### src/rtl/crc32_pkg.sv
// Shared constants for the receive-side CRC-32 checker (reflected 0xEDB88320, byte-wise).
package crc32_pkg;

  localparam logic [31:0] CRC32_POLY    = 32'hEDB8_8320;
  localparam logic [31:0] CRC32_INIT    = 32'hFFFF_FFFF;
  localparam logic [31:0] CRC32_RESIDUE = 32'hDEBB_20E3;

  // Shortest legal frame in bytes, FCS included.
  localparam logic [3:0] MIN_LEN_STRIP   = 4'd5;
  localparam logic [3:0] MIN_LEN_NOSTRIP = 4'd4;

  localparam logic [2:0] CNT_MAX   = 3'd5;
  localparam logic [2:0] FILL_FULL = 3'd4;

endpackage

### src/rtl/crc32_d8.sv
// Combinational one-byte update of the reflected CRC-32 register (bit 0 of data first).
module crc32_d8
  import crc32_pkg::*;
(
  input  logic [31:0] crc_i,
  input  logic [7:0]  data_i,
  output logic [31:0] crc_o
);

  logic [31:0] c;

  always_comb begin
    c = crc_i ^ {24'h0, data_i};
    for (int i = 0; i < 8; i++) begin
      c = c[0] ? ((c >> 1) ^ CRC32_POLY) : (c >> 1);
    end
    crc_o = c;
  end

endmodule

### src/rtl/crc32_rx_check.sv
// Receive CRC-32 frame checker with byte forwarding and end-of-frame status.
// Define CRC32_RX_STRIP_EN to remove the trailing 4-byte FCS from the forwarded stream.
module crc32_rx_check
  import crc32_pkg::*;
(
  input  logic       clk_i,
  input  logic       rst_ni,
  input  logic       s_valid_i,
  input  logic [7:0] s_data_i,
  input  logic       s_last_i,
  output logic       s_ready_o,
  output logic       m_valid_o,
  output logic [7:0] m_data_o,
  output logic       m_last_o,
  input  logic       m_ready_i,
  output logic       status_valid_o,
  output logic       crc_ok_o,
  output logic       runt_o
);

`ifdef CRC32_RX_STRIP_EN
  localparam logic [3:0] MinLen = MIN_LEN_STRIP;
`else
  localparam logic [3:0] MinLen = MIN_LEN_NOSTRIP;
`endif

  logic        accept;
  logic [31:0] crc_q, crc_next;
  logic [2:0]  cnt_q;
  logic        runt;
  logic        emit;
  logic [7:0]  emit_data;
  logic        m_valid_q, m_last_q;
  logic [7:0]  m_data_q;
  logic        status_valid_q, crc_ok_q, runt_q;

  // Output register is the only backpressure source, so ready never depends on s_valid_i.
  assign s_ready_o = !m_valid_q | m_ready_i;
  assign accept    = s_valid_i & s_ready_o;

  crc32_d8 u_crc32_d8 (
    .crc_i  (crc_q),
    .data_i (s_data_i),
    .crc_o  (crc_next)
  );

  assign runt = (({1'b0, cnt_q}) + 4'd1) < MinLen;

  always_ff @(posedge clk_i or negedge rst_ni) begin
    if (!rst_ni) begin
      crc_q          <= CRC32_INIT;
      cnt_q          <= '0;
      status_valid_q <= 1'b0;
      crc_ok_q       <= 1'b0;
      runt_q         <= 1'b0;
    end else begin
      status_valid_q <= accept & s_last_i;
      if (accept) begin
        if (s_last_i) begin
          crc_q    <= CRC32_INIT;
          cnt_q    <= '0;
          crc_ok_q <= (crc_next == CRC32_RESIDUE) & !runt;
          runt_q   <= runt;
        end else begin
          crc_q <= crc_next;
          if (cnt_q != CNT_MAX) cnt_q <= cnt_q + 3'd1;
        end
      end
    end
  end

`ifdef CRC32_RX_STRIP_EN
  logic [7:0] fifo_q [4];
  logic [2:0] fill_q;

  // Bytes leave only once four newer ones exist, so the FCS is never emitted.
  assign emit      = accept & (fill_q == FILL_FULL);
  assign emit_data = fifo_q[0];

  always_ff @(posedge clk_i or negedge rst_ni) begin
    if (!rst_ni) begin
      fill_q <= '0;
      for (int i = 0; i < 4; i++) fifo_q[i] <= '0;
    end else if (accept) begin
      if (s_last_i) begin
        fill_q <= '0;
      end else if (fill_q == FILL_FULL) begin
        for (int i = 0; i < 3; i++) fifo_q[i] <= fifo_q[i+1];
        fifo_q[3] <= s_data_i;
      end else begin
        fifo_q[fill_q[1:0]] <= s_data_i;
        fill_q              <= fill_q + 3'd1;
      end
    end
  end
`else
  assign emit      = accept;
  assign emit_data = s_data_i;
`endif

  always_ff @(posedge clk_i or negedge rst_ni) begin
    if (!rst_ni) begin
      m_valid_q <= 1'b0;
      m_data_q  <= '0;
      m_last_q  <= 1'b0;
    end else if (s_ready_o) begin
      m_valid_q <= emit;
      if (emit) begin
        m_data_q <= emit_data;
        m_last_q <= s_last_i;
      end
    end
  end

  assign m_valid_o      = m_valid_q;
  assign m_data_o       = m_data_q;
  assign m_last_o       = m_last_q;
  assign status_valid_o = status_valid_q;
  assign crc_ok_o       = crc_ok_q;
  assign runt_o         = runt_q;

endmodule

### config.mk
export PLATFORM = sky130hd
export DESIGN_NAME = crc32_rx_check
export DESIGN_NICKNAME = d
export VERILOG_FILES = /design/src/rtl/crc32_pkg.sv /design/src/rtl/crc32_d8.sv /design/src/rtl/crc32_rx_check.sv
export SDC_FILE = /design/constraint.sdc
export NUM_CORES = 1
export LEC_CHECK = 0
export ABC_AREA = 0
export CORE_AREA = 2 2 72 74
export CTS_BUF_LIST = sky130_fd_sc_hd__clkbuf_8 sky130_fd_sc_hd__clkbuf_16
export CTS_CLUSTER_DIAMETER = 40
export DETAILED_ROUTE_END_ITERATION = 12
export DIE_AREA = 0 0 74 76
export DONT_BUFFER_PORTS = 1
export HOLD_SLACK_MARGIN = 0.06
export PLACE_DENSITY_LB_ADDON = 0.3
export SYNTH_ARGS = -nofsm -noshare
export SYNTH_HDL_FRONTEND = slang
export SYNTH_SLANG_ARGS = --single-unit
### constraint.sdc
create_clock -name clk_i -period 2.9 [get_ports clk_i]
set_input_delay 0.29 -clock clk_i [delete_from_list [all_inputs] [get_ports clk_i]]
set_output_delay 0.29 -clock clk_i [all_outputs]
set_load 0.01 [all_outputs]
==> flow_metrics.py <==
metrics = {
    "outcome": {
        "outcome": "finished clean",
    },
    "critical_path": {
        "worstPathArrival_ps": 2830,
        "timing.critical_path.required_ps": 3130,
        "top_fanout_value_on_the_critical_path": 6,
        "worst_path_max_delay_cell": "sky130_fd_sc_hd__dfstp_2",
        "crit_path_cell_trace": "xnor2_2 -> xnor2_1 -> xnor2_1 -> or4_1 -> a221o_1 -> o31ai_2",
        "crit_path_start_kind": "flop",
        "critical-path-top-cell-by-count": "sky130_fd_sc_hd__xnor2_1",
        "critical-path-max-stage-delay_ps": 550,
        "crit_start": "crc_q[1]",
        "reg_to_reg_startpoint": "crc_q[1]",
        "worstSetupEndpointType": "flop",
        "crit_path_kind": "reg2reg",
    },
    "synth": {
        "postSynthRegisterBits": 48,
        "seq_area_frac_synth": 0.414,
        "synth_async_sr_flop_share": 1.00,
        "syn_avg_cell_area_um2": 10.5,
        "syn_area_um2": 3000,
        "synth-warning-count": 0,
        "number_of_enable_flip_flop_cells_after_synthesis": 0,
        "synthesis.instances": 284,
        "synth_cell_types": 46,
        "postSynth.topFlopCell": "sky130_fd_sc_hd__dfstp_2",
        "synthDominantCellAreaShare": 0.281,
        "yosys-top-cells-area": "sky130_fd_sc_hd__dfstp_2 28%, sky130_fd_sc_hd__dfrtp_1 13%, sky130_fd_sc_hd__xnor2_1 11%, sky130_fd_sc_hd__xor2_1 5.3%, sky130_fd_sc_hd__xor3_1 4.8%",
        "synth_fp_nets": 300,
        "post-synth-top-area-cell": "sky130_fd_sc_hd__dfstp_2",
        "synth_top_cells_by_count": "37 x sky130_fd_sc_hd__nand2_1, 36 x sky130_fd_sc_hd__xnor2_1, 32 x sky130_fd_sc_hd__dfstp_2, 30 x sky130_fd_sc_hd__nor2_1, 28 x sky130_fd_sc_hd__a21oi_1",
        "yosys.cell_count.top_type": "sky130_fd_sc_hd__nand2_1",
    },
    "power": {
        "share_clk_of_total_power": 0.087,
        "netSwitchingFraction": 0.429,
        "p_sw_w": 0.00204,
        "internal_power_w": 0.00271,
        "worst_ir_drop_on_vdd_uv": 769,
        "power-per-cell-area_nw_per_um2": 1460,
        "comb_power_share": 0.649,
        "pwr-share-seq": 0.264,
        "cellLeakagePower_nw": 1.37,
    },
    "cells_and_area": {
        "drive_gt1_frac": 0.210,
        "layout-area-overhead-vs-synth_pct": 8.77,
        "diodes": 0,
        "fin_area_um2": 3260,
        "layout.area.seq_um2": 1240,
        "nNetsFinal": 310,
        "n_fill_cell": 402,
        "multi_input_area_um2": 1710,
    },
    "global_routing": {
        "antenna_violations_before_repair": 0,
        "global_route_wire_length_before_repair_mm": 10.5,
        "grt_max_degree": 49,
        "overflow": 0,
        "grt_pass1_vias": 2102,
        "grt.total_usage": 0.246,
    },
    "floorplanning": {
        "fp.coreArea_um2": 4910,
        "design.portCount": 27,
        "die_outline_area_um2": 5620,
        "fp-row-count": 26,
        "die_w_um": 74,
        "dieHeight_um": 76,
        "initial_cell_density_of_the_core": 0.610,
    },
    "detailed_routing": {
        "drt-vias-per-instance": 5.72,
        "drt_antenna_net_count": 0,
        "route.final.wire_length_mm": 6.38,
        "drc": 0,
        "via_count": 2086,
        "route.detailed.wl_per_inst_um": 17.5,
        "firstDrtPassIters": 4,
        "first_iter_violations": 145,
    },
    "clocking": {
        "cts_root_buffer_type": "sky130_fd_sc_hd__clkbuf_8",
        "cts_tree": "yes",
        "cts.reportedPaths.clkPinSlew_ps": 90,
        "post-cts-setup-buffer-count": 0,
        "cts_made_buffers": 5,
        "cts_max_path_buffers": 2,
        "numClockSinks": 48,
        "clock_tree.htree_level_count": 2,
        "cts_resized": 0,
        "clock_insertion_delay_worst_skew_ps": 310,
    },
    "sta": {
        "clock_skew_after_layout_ps": 10.2,
        "final-hold-violation-count": 0,
        "final_hold_slack_ps": 80.0,
        "final_period_minus_worst_setup_slack_ps": 2600,
        "final_min_period_over_clock_period": 0.897,
        "worst_slew_pin_slew_ps": 636,
        "final_max_slew_viol_count": 0,
        "fin_setup_tns_ps": 0,
        "setup-violations-final": 0,
        "timing.slew.headroom": 0.573,
        "achievable-frequency_ghz": 0.385,
        "rsz_0062_raised_after_global_routing": "false",
    },
    "hold_path": {
        "worstHoldStart": "s_data_i[4]",
        "hold_path_class": "in2reg",
    },
    "placement": {
        "dp_wirelength_mm": 4.47,
        "dpl-instance-area_um2": 3120,
        "buffers_added_on_ports": 0,
        "gp_routability_congestion": 0.933,
    },
    "run": {
        "maxCapViolCount": 0,
    },
}
-- power by group through the flow --
| stage | clock (W) | combinational [W] | sequential [W] |
|---|---|---|---|
| after floorplan | 0 | 0.00243 | 0.00121 |
| after global placement | 0 | 0.00298 | 0.00125 |
| after detailed placement | 0 | 0.00301 | 0.00127 |
| after CTS | 0.000422 | 0.00307 | 0.00125 |
| after global routing | 0.000450 | 0.00336 | 0.00129 |
| final | 0.000414 | 0.00308 | 0.00125 |
-- through the flow --
step | setup WS [ps] | utilization | cells | total power [W]
after global placement | 346 | 0.634 | 354 | 0.00423
after detailed placement | 278 | 0.634 | 354 | 0.00428
after global routing | 157 | 0.663 | 365 | 0.00510
after CTS | 301 | 0.663 | 365 | 0.00475
after floorplan | 283 | - | 284 | 0.00364
final | 300 | 0.663 | 365 | 0.00475
-- layout by cell type, fill, tap and decap left out, types with 3 or more instances in the layout --
master,n
sky130_fd_sc_hd__xnor2_1,36
sky130_fd_sc_hd__xnor2_4,3
sky130_fd_sc_hd__ha_1,3
sky130_fd_sc_hd__dfstp_2,32
sky130_fd_sc_hd__a21oi_1,28
sky130_fd_sc_hd__o21ai_0,4
sky130_fd_sc_hd__buf_4,9
sky130_fd_sc_hd__a31oi_1,3
sky130_fd_sc_hd__inv_1,4
sky130_fd_sc_hd__clkbuf_8,6
sky130_fd_sc_hd__xnor2_2,5
sky130_fd_sc_hd__nand2_1,37
sky130_fd_sc_hd__dfrtp_1,16
sky130_fd_sc_hd__xor3_1,6
sky130_fd_sc_hd__xnor3_1,3
sky130_fd_sc_hd__nor2_1,30
sky130_fd_sc_hd__o22a_1,7
sky130_fd_sc_hd__xor2_1,18
-- layer usage --
layer | global-route usage | vias to the layer above | share of wire
met5 | 0 | - | 0
met4 | 0.0909 | 0 | 0.023
met3 | 0.0450 | 13 | 0.043
met2 | 0.386 | 52 | 0.48
met1 | 0.339 | 1030 | 0.45
li1 | - | 991 | -
-- critical path, delay by kind of cell, from the launching register on --
kind            cells  cell delay [ps]
xor+xnor            3              880
flops               1              550
compound gates      2              550
simple gates        1              540
-- cell families (layout without fill, tap and decap cells) --
logic type	count (synthesis)	count (layout)	share of synthesized area
AO/OA/AOI/OAI	52	52	0.110
buffers and inverters	12	23	0.0150
XOR/XNOR	73	73	0.294
flip-flops	48	48	0.414
multiplexers	2	2	0.00668
AND/OR/NAND/NOR	94	94	0.148
adder cells (fa/ha/maj)	3	3	0.0125
-- final timing paths --
check | end | slack [ps] | cells after the start
max | crc_ok_o | 300 | 6
min | m_data_o[4] | 80 | 2
max reg2reg | crc_ok_o | 300 | 6
min reg2reg | crc_q[16] | 510 | 2
max in group asynchronous | crc_q[14] | 2110 | 2
min in group asynchronous | cnt_q[2] | 490 | 2
-- area by class of cell --
class	instances	area share
multi-input cells	224	0.525
well taps	70	0.0269
clock buffers	6	0.0253
inverters	3	0.00346
repair buffers	12	0.0353
flip-flops and latches	48	0.381
clock inverters	2	0.00346
-- state kept, by name, indices dropped and copies added, names as in the netlist --
name,cells
status_valid_o,1
m_last_o,1
m_valid_o,1
crc_q,32
m_data_o,8
runt_o,1
crc_ok_o,1
cnt_q,3
-- what timing repair did --
item	in CTS	in global routing
hold buffers	3	0
hold endpoints to repair	49	0
endpoints found under the setup margin	0	0
Power figures use the tool's default switching activity.
==> RTL edit 1, RTL diff (same flow settings) <==
The output `status_valid_o` loses its register stage (`status_valid_q` becomes a continuous assignment).
--- a/src/rtl/crc32_rx_check.sv
+++ b/src/rtl/crc32_rx_check.sv
@@ -51,9 +51,7 @@
       crc_q          <= CRC32_INIT;
       cnt_q          <= '0;
-      status_valid_q <= 1'b0;
       crc_ok_q       <= 1'b0;
       runt_q         <= 1'b0;
     end else begin
-      status_valid_q <= accept & s_last_i;
       if (accept) begin
         if (s_last_i) begin
@@ -69,4 +67,6 @@
     end
   end
+
+  assign status_valid_q = accept & s_last_i;
 
 `ifdef CRC32_RX_STRIP_EN
Function: changed (a bounded check fails within 4 cycles, from zero or initial values and one cycle with rst_ni low).
==> RTL edit 1 against the unedited design <==
- design area rose by 0.35%
- non-clock buffer count did not move
- sequential share of layout area fell by 0.90 points
- clock power rose by 34%
- sequential cell count fell by 1
- combinational power barely moved
- first-iteration DRC count rose by 14%
- routed wire length fell by 0.97%
- total power rose by 2.5%
- setup slack got worse by 0.15 ns
- synthesized area fell by 0.84%
- clock skew fell by 0.00096 ns
- largest cell class unchanged
- critical endpoint unchanged
==> RTL edit 1: results (changes against the unedited design) <==
[metrics] Bufs on Longest Clock Path: 2 (unchanged)
[metrics] share of the final layout cell area in multi-input gates: 0.5228 (-0.001808)
[metrics] layout buffering overhead excluding clock cells: 0.03444 (-0.0008871)
[metrics] H-tree depth: 2 (unchanged)
[metrics] via count of the first global-routing pass: 2038 (-3.0%)
[metrics] number of vias per cell after detailed routing: 5.657 (-1.0%)
[metrics] Final HPWL DP: 4.525 mm (+1.2%)
[metrics] number of multi-input combinational cells in the layout: 224 (unchanged)
[metrics] Crit path largest cell delay: 0.61 ns (+0.06 ns)
[metrics] met3 usage in global routing: 0.03968 (-0.005291)
[metrics] non-clock inverter total of the final layout: 3 (unchanged)
[metrics] sequential share of the synthesized area: 0.4094 (-0.004934)
[metrics] synthesized net count: 299 (-0.33%)
[metrics] clk tree area frac: 0.04057 (+0.01176)
[metrics] Worst IR Drop VDD: 0.0006442 V (-16%)
[metrics] count of routing violations after the opening detailed-route iteration: 165 (+14%)
[metrics] clk_buf instances: 5 (-1)
[metrics] global-route wire length before repair: 10.49 mm (-0.20%)
[metrics] area share of xor/xnor cells in the synthesized design: 0.2961 (+0.002474)
[metrics] register bit total from synthesis: 47 (-2.1%)
[metrics] relative slew slack: 0.6007 (+0.02798)
[metrics] post-layout net count: 309 (-0.32%)
[metrics] post-place instance area: 3099 um2 (-0.56%)
[metrics] result of the run: complete, no violations
[metrics] share of synthesized area spent on multiplexers: 0.006740 (+0.00005630)
[metrics] Clock Root Buffer: clkbuf_8
[metrics] total met3 wirelength after detailed routing: 278 um (+2.2%)
[metrics] post-synthesis compound-gate area fraction: 0.1108 (+0.0009255)
[metrics] filler instances: 379 (-5.7%)
[metrics] Largest register FFs: 32 (unchanged)
[metrics] top post-synthesis cells by area: dfstp_2, dfrtp_1, xnor2_1
[metrics] Setup Skew: 0.009263 ns (-0.0009561 ns)
[metrics] synthesized instance count: 283 (-0.35%)
[metrics] flip-flop and latch share of the layout cell area: 0.3720 (-0.008966)
[metrics] met2 global-route usage: 0.3911 (+0.005357)
[metrics] met1 wire length: 2.817 mm (-1.7%)
[metrics] Total GRT Usage: 0.2458 (-0.0004109)
[metrics] worst setup slack before clock tree synthesis: 0.1706 ns (-0.1070 ns)
[metrics] Vias: 2059 (-1.3%)
[metrics] data arrival at the endpoint of the critical path: 2.95 ns (+0.12 ns)
[metrics] gpl congestion: 0.9185 (-1.6%)
[metrics] standby leakage power: 1.378 nW (+0.64%)
[metrics] final wirelength: 6.315 mm (-0.97%)
[metrics] met2 routed WL: 3.121 mm (+1.0%)
[metrics] adder-cell area share of the yosys netlist: 0.01264 (+0.0001056)
[metrics] count of hold buffers inserted by post-cts repair: 2 (-1)
[metrics] global-route met1 utilization: 0.3514 (+0.01283)
[metrics] layout cell share with drive strength beyond 1: 0.2143 (+0.004116)
[metrics] maximum fanout along the worst path: 7 (+1)
RTL edit 1: final timing paths:
kind | cells past startpoint | from | endpoint | slack [ns]
setup / recovery | 6 | crc_q[0] | crc_ok_o | 0.15
setup reg to reg | 6 | crc_q[0] | crc_ok_o | 0.15
hold / removal | 1 | s_last_i | cnt_q[1] | 0.07
min in group asynchronous | 2 | rst_ni | runt_o | 0.52
max in group asynchronous | 2 | rst_ni | crc_q[15] | 2.11
hold reg to reg | 2 | crc_q[16] | crc_q[16] | 0.51
RTL edit 1: report_power, final:
part           internal (mW)  switching [mW]  total (mW)
clock network          0.341           0.214       0.555
logic                   1.49            1.58        3.07
registers               1.01           0.232        1.24
total                   2.84            2.02        4.87
RTL edit 1: stage by stage:
stage / total power [mW] / util
6_report: 4.868 / 0.6656
5_1_grt: 5.244 / 0.6656
4_1_cts: 4.869 / 0.6656
3_5_place_dp: 4.245 / 0.6309
3_3_place_gp: 4.233 / 0.6309
2_1_floorplan: 3.621 / -
==> RTL edit 2, RTL diff (same flow settings) <==
Without the edit above. Put one more register stage on the output `status_valid_o`, cleared by the reset. The value now appears one clock later. The other outputs are not delayed to match.
--- a/src/rtl/crc32_rx_check.sv
+++ b/src/rtl/crc32_rx_check.sv
@@ -116,5 +116,11 @@
   assign m_data_o       = m_data_q;
   assign m_last_o       = m_last_q;
-  assign status_valid_o = status_valid_q;
+  always_ff @(posedge clk_i or negedge rst_ni) begin
+    if (!rst_ni) begin
+      status_valid_o <= '0;
+    end else begin
+      status_valid_o <= status_valid_q;
+    end
+  end
   assign crc_ok_o       = crc_ok_q;
   assign runt_o         = runt_q;
Formal check against the unedited RTL: not equivalent (Yosys sat finds a counterexample within 4 cycles, from zero or initial values and one cycle with rst_ni low).
==> RTL edit 2 against the unedited design <==
- count of clock-buffer cells in the layout is the same
- total power rose by 4.6%
- clock power grew 26%
- synthesized area is 0.84% higher
- worst hold slack got worse by 0.011 ns
- setup slack got worse by 0.15 ns
- cell count rose by 0.27%
- design area grew 1.5%
- routed wire length is 3.6% higher
- sequential share of layout area is 0.19 points higher
- sequential cell count up 1
- first-iteration DRC count rose by 11%
- combinational power grew 3%
- critical endpoint unchanged
- largest power group unchanged
==> RTL edit 2: results (changes against the unedited design) <==
[metrics] sequential share of the synthesized area: 0.4192 (+0.004852)
[metrics] final wirelength: 6.604 mm (+3.6%)
[metrics] Total GRT Usage: 0.2497 (+0.003405)
[metrics] number of synthesis warnings: 0 (unchanged)
[metrics] global-route wire length before repair: 10.59 mm (+0.72%)
[metrics] count of routing violations after the opening detailed-route iteration: 161 (+11%)
[metrics] layout cell share with drive strength beyond 1: 0.2162 (+0.006047)
[metrics] result of the run: complete, no violations
[metrics] list of most frequent post-synthesis cells: nand2_1, xnor2_1, dfstp_2
[metrics] synthesized instance count: 285 (+0.35%)
[metrics] reg-to-reg startpoint: crc_q[0]
[metrics] number of antenna diodes: 0 (unchanged)
[metrics] synthesized net count: 301 (+0.33%)
[metrics] Setup Skew: 0.007204 ns (-0.003015 ns)
[metrics] post-layout net count: 311 (+0.32%)
[metrics] number of enable-type register cells in the synthesized netlist: 0 (unchanged)
[metrics] worst setup slack before clock tree synthesis: 0.1733 ns (-0.1043 ns)
[metrics] Resized cells post-CTS: 0 (unchanged)
[metrics] worst setup path start: crc_q[0]
[metrics] data arrival at the endpoint of the critical path: 2.98 ns (+0.15 ns)
[metrics] maximum fanout along the worst path: 7 (+1)
[metrics] largest net degree at the start of global routing: 50 (+2.0%)
[metrics] count of input and output buffers: 0 (unchanged)
[metrics] post-synthesis compound-gate area fraction: 0.1089 (-0.0009102)
[metrics] filler instances: 368 (-8.5%)
[metrics] share of synthesized area spent on multiplexers: 0.006628 (-0.00005537)
[metrics] Clock Root Buffer: clkbuf_8
[metrics] standby leakage power: 1.392 nW (+1.7%)
[metrics] Layout Cells excl Fill: 366 (+0.27%)
[metrics] placed cell count: 356 (+0.56%)
[metrics] Post-CTS Repair Setup Buffers: 0 (unchanged)
[metrics] relative slew slack: 0.5506 (-0.02211)
[metrics] gpl congestion: 0.9239 (-1.0%)
[metrics] via count of the first global-routing pass: 2090 (-0.57%)
[metrics] initial antenna violation count: 0 (unchanged)
[metrics] Bufs on Longest Clock Path: 2 (unchanged)
[metrics] clock transition time at the flip-flop clock pins of the worst setup and hold paths: roughly 0.1 ns
[metrics] Final HPWL DP: 4.569 mm (+2.2%)
[metrics] Pre-Repair DR Iteration Count: 5 (+1)
[metrics] top post-synthesis cells by area: dfstp_2, dfrtp_1, xnor2_1
[metrics] clk_lat worst skew: 0.31 ns (about the same)
[metrics] Num CTS Buffers: 5 (unchanged)
[metrics] Largest register FFs: 32 (unchanged)
[metrics] Min-Delay Startpoint: s_last_i
[metrics] adder-cell area share of the yosys netlist: 0.01243 (-0.0001038)
[metrics] number of vias per cell after detailed routing: 5.814 (+1.7%)
[metrics] area share of xor/xnor cells in the synthesized design: 0.2912 (-0.002433)
[metrics] Worst IR Drop VDD: 0.0009035 V (+17%)
[metrics] post-place instance area: 3149 um2 (+1.0%)
==> RTL edit 2: what timing repair did <==
item / in CTS / in global routing
hold buffers: 2 / 0
setup endpoints to repair: 0 / 0
hold endpoints to repair: 49 / 0
==> RTL edit 2: power by group <==
part	leakage, nW	switching [mW]	internal [mW]
combinational	0.784	1.68	1.50
clock	0.0574	0.242	0.281
sequential	0.550	0.227	1.04
==> RTL edit 2: final timing paths <==
check                      slack (ns)  cells after the start        endpoint
hold / removal                   0.07                      1        cnt_q[0]
min in group asynchronous        0.50                      2  status_valid_o
setup / recovery                 0.15                      6        crc_ok_o
hold reg to reg                  0.37                      0  status_valid_o
max in group asynchronous        2.12                      2       crc_q[25]
setup reg to reg                 0.15                      6        crc_ok_o
==> RTL edit 2: per-layer routing <==
| layer | up-vias | global-route usage | share of wire |
|---|---|---|---|
| met2 | 60 | 0.3946 | 0.49 |
| met5 | - | 0 | 0 |
| met3 | 15 | 0.04233 | 0.037 |
| li1 | 991 | - | - |
| met4 | 0 | 0.09273 | 0.027 |
| met1 | 1062 | 0.3415 | 0.45 |
==> RTL edit 2: cell type report <==
type,instances,area (um2),share of cell area
clock buffer,6,82.58,0.02497
clock inverter,2,37.54,0.01135
inverter,3,11.26,0.003405
multi-input combinational,224,1709,0.5168
sequential,49,1266,0.3829
tap,70,87.58,0.02649
timing repair buffer,12,112.6,0.03405
==> RTL edit 2: cells by family after synthesis <==
kind of cell,Yosys count
simple gates,94
fa+ha+maj,3
buf+inv,12
compound gates,52
mux,2
xor+xnor,73
flops,49
==> RTL edit 2: worst max-delay path, cell delays in order (launching register included) <==
cell,delay (ns)
dfstp_2,0.62
xnor2_4,0.13
xnor2_2,0.43
xor3_1,0.43
or4_1,0.54
a221o_1,0.37
o31ai_2,0.17
